--- src/rtl/etapa_fetch_pkg.sv ---
// Shared definitions for the instruction-fetch stage: reset/halt defaults,
// FSM encoding, IF/ID record layout and the PC alignment helper.
package etapa_fetch_pkg;

    localparam int unsigned PC_W    = 32;
    localparam int unsigned INSTR_W = 32;

    localparam logic [PC_W-1:0]    PC_RESET_DEF  = 32'h0000_0000;
    localparam logic [INSTR_W-1:0] HALT_WORD_DEF = 32'hFFFF_FFFF;
    localparam logic [INSTR_W-1:0] NOP_WORD      = 32'h0000_0000;
    localparam logic [PC_W-1:0]    PC_STEP       = 32'd4;
    localparam logic [PC_W-1:0]    ALIGN_MASK    = 32'hFFFF_FFFC;

    typedef enum logic [1:0] {
        ST_IDLE  = 2'b00,
        ST_FETCH = 2'b01,
        ST_HALT  = 2'b10
    } fetch_state_e;

    typedef struct packed {
        logic [PC_W-1:0]    pc_plus4;
        logic [INSTR_W-1:0] instr;
        logic               valid;
    } ifid_t;

    // Instructions are word aligned; the two low address bits are dropped.
    function automatic logic [PC_W-1:0] align_word(input logic [PC_W-1:0] addr);
        return addr & ALIGN_MASK;
    endfunction

endpackage

--- src/rtl/etapa_fetch_sumador.sv ---
// Team 32-bit adder, wrap-around modulo 2^32 with no carry out.
module Sumador (
    input  logic [31:0] i_a,
    input  logic [31:0] i_b,
    output logic [31:0] o_sum
);

    assign o_sum = i_a + i_b;

endmodule

--- src/rtl/etapa_fetch.sv ---
// Instruction-fetch stage: PC register, IDLE/FETCH/HALT control and the
// IF/ID pipeline register feeding decode.
import etapa_fetch_pkg::*;

module etapa_fetch #(
    parameter logic [31:0] PC_RESET  = PC_RESET_DEF,
    parameter logic [31:0] HALT_WORD = HALT_WORD_DEF
) (
    input  logic        clk,
    input  logic        reset,
    input  logic        i_stall,
    input  logic        i_flush,
    input  logic        i_redirect,
    input  logic [31:0] i_redirect_target,
    output logic        o_imem_req,
    output logic [31:0] o_imem_addr,
    input  logic [31:0] i_imem_rdata,
    input  logic        i_imem_ready,
    output logic [31:0] o_pc_plus4,
    output logic [31:0] o_instr,
    output logic        o_valid,
    output logic        o_halted
);

    fetch_state_e r_state;
    fetch_state_e w_state_nxt;
    logic [31:0]  r_pc;
    logic [31:0]  w_pc_nxt;
    logic [31:0]  w_pc_plus4;
    ifid_t        r_ifid;
    ifid_t        w_ifid_nxt;
    ifid_t        w_bubble;
    logic         w_fetch_done;
    logic         w_halt_hit;
    logic         w_load;

    Sumador u_pc_adder (
        .i_a   (r_pc),
        .i_b   (PC_STEP),
        .o_sum (w_pc_plus4)
    );

    assign w_fetch_done = (r_state == ST_FETCH) && i_imem_ready && !i_stall
                          && !i_redirect && !i_flush;
    assign w_halt_hit   = w_fetch_done && (i_imem_rdata == HALT_WORD);
    assign w_load       = w_fetch_done && !w_halt_hit;
    assign w_bubble     = '{pc_plus4: r_ifid.pc_plus4, instr: NOP_WORD, valid: 1'b0};

    // Next-state, next-PC and next-IF/ID selection.
    always_comb begin
        w_state_nxt = r_state;
        w_pc_nxt    = r_pc;
        w_ifid_nxt  = r_ifid;

        case (r_state)
            ST_IDLE: begin
                w_state_nxt = ST_FETCH;
            end
            ST_FETCH: begin
                if (i_redirect) begin
                    w_state_nxt = ST_FETCH;
                end else if (w_halt_hit) begin
                    w_state_nxt = ST_HALT;
                end else begin
                    w_state_nxt = ST_FETCH;
                end
            end
            ST_HALT: begin
                if (i_redirect) begin
                    w_state_nxt = ST_FETCH;
                end else begin
                    w_state_nxt = ST_HALT;
                end
            end
            default: begin
                w_state_nxt = ST_IDLE;
            end
        endcase

        // A stalled or wait-state fetch keeps the PC so the word is re-requested.
        if (i_redirect) begin
            w_pc_nxt = align_word(i_redirect_target);
        end else if (i_stall) begin
            w_pc_nxt = r_pc;
        end else if (w_load) begin
            w_pc_nxt = w_pc_plus4;
        end else begin
            w_pc_nxt = r_pc;
        end

        if (i_flush || i_redirect) begin
            w_ifid_nxt = w_bubble;
        end else if (i_stall) begin
            w_ifid_nxt = r_ifid;
        end else if (w_load) begin
            w_ifid_nxt = '{pc_plus4: w_pc_plus4, instr: i_imem_rdata, valid: 1'b1};
        end else begin
            w_ifid_nxt = w_bubble;
        end
    end

    // State, PC and IF/ID registers.
    always_ff @(posedge clk or negedge reset) begin
        if (!reset) begin
            r_state <= ST_IDLE;
            r_pc    <= PC_RESET;
            r_ifid  <= '{pc_plus4: 32'h0000_0000, instr: NOP_WORD, valid: 1'b0};
        end else begin
            r_state <= w_state_nxt;
            r_pc    <= w_pc_nxt;
            r_ifid  <= w_ifid_nxt;
        end
    end

    assign o_imem_req  = (r_state == ST_FETCH);
    assign o_imem_addr = r_pc;
    assign o_halted    = (r_state == ST_HALT);
    assign o_pc_plus4  = r_ifid.pc_plus4;
    assign o_instr     = r_ifid.instr;
    assign o_valid     = r_ifid.valid;

endmodule

--- config.mk ---
export PLATFORM = sky130hd
export DESIGN_NAME = etapa_fetch
export DESIGN_NICKNAME = d
export VERILOG_FILES = /design/src/rtl/etapa_fetch_pkg.sv /design/src/rtl/etapa_fetch_sumador.sv /design/src/rtl/etapa_fetch.sv
export SDC_FILE = /design/constraint.sdc
export NUM_CORES = 1
export LEC_CHECK = 0
export CAP_MARGIN = 15
export CORE_MARGIN = 4
export CORE_UTILIZATION = 40
export CTS_CLUSTER_SIZE = 28
export DETAILED_ROUTE_END_ITERATION = 8
export HOLD_SLACK_MARGIN = 0.02
export PLACE_DENSITY = 0.76
export SLEW_MARGIN = 10
export SYNTH_ARGS = -nofsm -noshare
export SYNTH_HDL_FRONTEND = slang
export SYNTH_SLANG_ARGS = --single-unit
--- constraint.sdc ---
create_clock -name clk -period 2.01 [get_ports clk]
set_input_delay 0.201 -clock clk [delete_from_list [all_inputs] [get_ports clk]]
set_output_delay 0.201 -clock clk [all_outputs]
set_load 0.05 [all_outputs]
After elaboration in Yosys (flattened, before gate mapping):

Cells that the tools add are included.

* bits in registers: 99
* bits of input ports: 70
* output and inout bits: 99
* word-level logic and storage cells: 38

* add/subtract/negate cells: 1
* equal/unequal tests: 5
* multiplexer cells: 10
* bitwise gates (word level): 2
* reductions and logical operators: 15

Operators with widths (count)
* two-way mux 33 bit: 3
* two-way mux 32 bit: 3
* adder 32 x 3 -> 32 bit, second input constant: 1
* == test 32 bit, second input constant: 1
* logical AND 1 bit: 6
* two-way mux 2 bit: 3
* one-hot mux 2 bit (3 select lines): 1
* logical NOT 1 bit: 4
* != test 2 x 1 -> 1 bit, second input constant: 2
* AND reduction 3 bit: 1
* == test 2 x 1 -> 1 bit, second input constant: 1
* == test 2 bit, second input constant: 1
* logical NOT 2 bit: 1
* NOT 1 bit: 2
* AND reduction 2 bit: 1
* nonzero test 2 bit: 1
* logical OR 1 bit: 1

Depth between registers and ports, before layout:

* word-level depth: 11
* depth in mapped cells: 7
* mapped depth without buffers: 6

Cells and area by module:

A second synthesis with hierarchy kept.

* cells, all modules: 497
* area total of the unflattened synthesis: 5574.1 µm²

By module, submodules not included
* etapa_fetch: instances 1, cells each 276, area an instance 3972.6 µm², seq. area each 2477.4 µm²
* Sumador: instances 1, cells each 221, area an instance 1601.5 µm², seq. area each 0.0 µm²

Worst setup path after synthesis:

OpenSTA, ideal clock, no wires.

* kind: register -> register
* from: reg r_state[1]
* to: reg r_pc[28], in the netlist o_imem_addr[28]
* library setup time: 123 ps
* arrival: 2445 ps
* required time: 1887 ps
* setup slack: -558 ps
* stages on the path, launching flop included: 7
* path buffers: 1
* period minus slack after synthesis: 2568 ps
* cell sequence: dfrtp_1 nor2b_1 nand4b_1 a21oi_1 buf_2 mux2i_1 o21ai_1

* word-level cells in the longest chain between the ends: 10

RTL lines
* from (decl): line etapa_fetch.sv:25 `fetch_state_e r_state;`
* from (signal assigned): line etapa_fetch.sv:109 `r_state <= w_state_nxt;`
* == test 2 x 1 -> 1 bit (*)
* named net o_imem_req: line etapa_fetch.sv:15 `output logic o_imem_req,`
* logical AND 1 bit (*) (2 in a row): line etapa_fetch.sv:43 `assign w_fetch_done = (r_state == ST_FETCH) && i_imem_ready && !i_stall`
* logical AND 1 bit (*) (2 in a row): line etapa_fetch.sv:44 `&& !i_redirect && !i_flush;`
* logical AND 1 bit: line etapa_fetch.sv:45 `assign w_halt_hit = w_fetch_done && (i_imem_rdata == HALT_WORD);`
* logical NOT 1 bit: line etapa_fetch.sv:46 `assign w_load = w_fetch_done && !w_halt_hit;`
* logical AND 1 bit (*): line etapa_fetch.sv:46
* nonzero test 2 bit (no source line) (*)
* AND reduction 2 bit (no source line) (*)
* to (signal assigned): line etapa_fetch.sv:110 `r_pc <= w_pc_nxt;`
* to (decl): line etapa_fetch.sv:27 `logic [31:0] r_pc;`

Mark *: on every way through the listed nets, which the timed path passes. The rest lies on a longest branch.
A chain may end at the register's enable or synchronous reset.

Final worst setup path:

* from: reg r_pc[17], in the netlist o_imem_addr[17]
* to: reg r_pc[28], in the netlist o_imem_addr[28]

* word-level cells in the longest chain between the ends: 4

RTL lines
* adder 32 x 3 -> 32 bit: line etapa_fetch_sumador.sv:8 `assign o_sum = i_a + i_b;`
* two-way mux 32 bit: line etapa_fetch.sv:85 `end else if (w_load) begin`
* two-way mux 32 bit: line etapa_fetch.sv:83 `end else if (i_stall) begin`
* two-way mux 32 bit: line etapa_fetch.sv:81 `if (i_redirect) begin`

No other way between the ends. The select of a mux whose other input is x is not followed.

==> flow_summary.json <==
{
  "die_x_um": 114,
  "cts_tree": "done",
  "setup_viol": 0,
  "cellLeakagePower_nw": 3.00,
  "reg2reg_depth": 5,
  "htreeDepth": 3,
  "cp_slowest_cell": "or4_4",
  "crit_fanout": 7,
  "hold_viol": 0,
  "syn_inst": 443,
  "reg2reg_setup_slack_ps": 40,
  "cts_buffer_depth": 2,
  "clkTransAtPathRegs_ps": 70,
  "cts.sinks": 95,
  "grt_use_total_pct": 21.6,
  "synth_edf_count": 0,
  "path_class": "reg2reg",
  "drt_first_pass_iters": 5,
  "maxSlewViolCount": 0,
  "p_total_w": 0.00580,
  "synthArstFlopShare_pct": 100,
  "syn-cell-area_sq_mm": 0.00451,
  "initial_core_util_pct": 41.3,
  "fin_crit_sh_pct": 98.3,
  "vias": 4232,
  "io_pins": 169,
  "placedInstanceArea_sq_mm": 0.00685,
  "wl_mm": 13.9,
  "antenna_found_initial": 0,
  "critPathMaxStageDelay_ps": 650,
  "ant_nets": 0,
  "max-cap-violations": 0,
  "yosysWarnings": 0,
  "multiInputGateArea_sq_mm": 0.00208,
  "rsz0062_at_grt": "yes",
  "finalClockSkew_ps": 9.47,
  "cts_buffers": 9,
  "worst_slew_pin_slew_ps": 582,
  "grt_pass1_wl_mm": 22.6,
  "cp-end-kind": "flip-flop",
  "ys_ff_latch": 95,
  "final_layout_size_suffix_gt1_share_pct": 19.6,
  "yosysSeqAreaShare_pct": 52.7,
  "r2r-end": "o_imem_addr[28]",
  "critical_path.cell_chain": "nand4_1, or4_4, or3_4, o31a_1, o21ai_1",
  "clock-root-buffer": "clkbuf_16",
  "p_per_area_mw_per_mm2": 803,
  "core_sq_mm": 0.0109,
  "start_kind": "flip-flop",
  "fin_util_pct": 66.1,
  "final_cell_area_sq_mm": 0.00723,
  "pre_cts_ws_ps": -185,
  "yosysUniqueCellTypes": 48,
  "post_drt_via_cell_ratio": 5.30,
  "diodes": 0,
  "route.detailed.drc": 0,
  "area_growth_pct": 60.1,
  "ys.flop_type": "dfrtp_1",
  "drt-wirelength-per-cell_um": 17.4,
  "fin_nets": 725,
  "crit_required_ps": 2280,
  "fmax_mhz": 506,
  "slew_headroom_pct": 61.2,
  "grt_max_degree": 49,
  "arrival_ps": 2240,
  "status": "complete, no violations",
  "synth_largest_area_cell": "dfrtp_1",
  "synth_top_area_share_pct": 52.7,
  "globalplace.congestion": 0.919,
  "seq_area_sq_mm": 0.00240,
  "r2r-start": "o_imem_addr[17]",
  "hold_path_class": "in2async",
  "yosys-top-cells-area": "dfrtp_1, nand2_1, xnor2_1",
  "layout_setup_ws_ps": 35.2,
  "whs_ps": 394,
  "grt_remaining_overflow": 0,
  "num_rows": 38,
  "drt-initial-drc-count": 286,
  "die_area_sq_mm": 0.0130,
  "grt_pass1_vias": 4448,
  "n_fill_cell": 859,
  "dpl.hpwl_mm": 10.4,
  "port_buffers": 162,
  "clk_latency_ps": 340,
  "syn_area_per_cell_sq_um": 10.2,
  "finalCriticalPeriod_ps": 1970,
  "dieHeight_um": 114,
  "irDropWorstVdd_v": 0.000479
}
-- placed cells by master, fill, tap and decap left out, types with 2 or more instances in the layout --
cell,count
a2111oi_0,3
a2111oi_4,3
a211oi_1,8
a22o_1,32
and3_1,4
and4_1,2
buf_12,9
buf_4,64
clkbuf_16,9
clkdlybuf4s50_1,157
clkinvlp_4,3
conb_1,4
dfrtp_1,79
dfrtp_2,16
inv_1,7
nand2_1,77
nand3_1,18
nand4_1,14
nor2_1,9
nor3_1,4
nor4_1,3
nor4_4,3
o211ai_1,5
o211ai_2,2
o21a_1,2
o21ai_0,39
o21ai_1,5
o21ai_2,2
o311ai_1,2
or3_1,2
or3_4,2
or4_4,3
xnor2_1,33
xor2_1,9
-- worst max-delay path by stage --
stage	slack, ps	endpoint	startpoint
2_1_floorplan	-180	o_imem_addr[28]	o_imem_addr[14]
3_3_place_gp	-190	o_imem_addr[29]	i_imem_rdata[30]
3_5_place_dp	-180	o_imem_addr[26]	i_imem_rdata[15]
4_1_cts	0.6	o_imem_addr[28]	o_imem_addr[17]
5_1_grt	-60	o_imem_addr[28]	o_imem_addr[17]
6_report	40	o_imem_addr[28]	o_imem_addr[17]
-- cells in the mapped netlist, types with 2 or more instances --
cell type,instances
o211ai_1,5
a2111oi_2,3
and3_1,4
xor2_1,9
a22o_1,32
o21ai_0,41
nor3_1,5
nor4_4,2
buf_4,4
o21ai_1,5
inv_1,7
o21a_1,2
or3_1,3
dfrtp_1,95
buf_2,10
nor2b_1,2
or4_1,3
a21o_1,2
clkbuf_1,19
and4_1,2
nand3_1,18
nand4_1,14
nor2_1,9
o311ai_0,2
nor4_1,3
a2111oi_0,3
nand2_1,77
xnor2_1,33
a211oi_1,9
o211ai_2,2
-- kinds of logic (layout without fill, tap and decap cells) --
| family | Yosys count | after routing | synth area share (%) |
|---|---|---|---|
| and+or+nand+nor | 148 | 148 | 16.4 |
| xor gates and xnor gates | 42 | 42 | 8.15 |
| other | 1 | 4 | 0.0831 |
| AOI/OAI and AO/OA | 112 | 112 | 17.8 |
| adders and majority gates | 1 | 1 | 0.277 |
| DFF | 95 | 95 | 52.7 |
| muxes | 2 | 2 | 0.471 |
| buffers and inverters | 42 | 255 | 4.13 |
-- report_power, final --
group	internal [W]	switching, W	leakage [nW]
clock network	0.000971	0.000748	0.135
logic	0.000679	0.00116	1.65
registers	0.00211	0.000133	1.21
total	0.00376	0.00204	3.00
-- metrics by stage --
stage	cells	setup TNS, ps
5_1_grt	799	-114
3_3_place_gp	783	-8510
6_report	799	0
2_1_floorplan	446	-1040
3_5_place_dp	783	-6670
4_1_cts	800	0
-- critical path, delay by kind of cell, from the launching register on --
kind               cells  cell delay [ps]
AOI/OAI and AO/OA      2              320
DFF                    1              360
and+or+nand+nor        3             1220
-- state kept, by name, summed over array words and instances (netlist names) --
name         flops
o_imem_addr     30
r_state          2
o_instr         32
o_pc_plus4      30
o_valid          1
-- layer usage --
| layer | vias to the layer above | part of all wire, % | GRT usage, % |
|---|---|---|---|
| met5 | - | 0 | 0 |
| met4 | 0 | 2.2 | 8.39 |
| met3 | 24 | 8.2 | 5.71 |
| met2 | 169 | 47 | 34.1 |
| met1 | 2033 | 43 | 28.6 |
| li1 | 2006 | - | - |
-- final cells by class --
cell class | instances | area share [%]
Sequential cell | 95 | 33.2
Timing Repair Buffer | 232 | 31.1
Multi-Input combinational cell | 309 | 28.8
Clock buffer | 10 | 3.17
Tap cell | 140 | 2.42
Clock inverter | 6 | 0.970
Inverter | 7 | 0.364
-- timing repair --
item                       in CTS  in global routing
setup buffers                   0                  0
hold endpoints to repair       41                  0
resized for setup               4                  8
setup endpoints to repair       1                 15
hold buffers                    1                  0
pin swaps                       1                  4
Note: power is estimated with default switching activity, not from simulation.
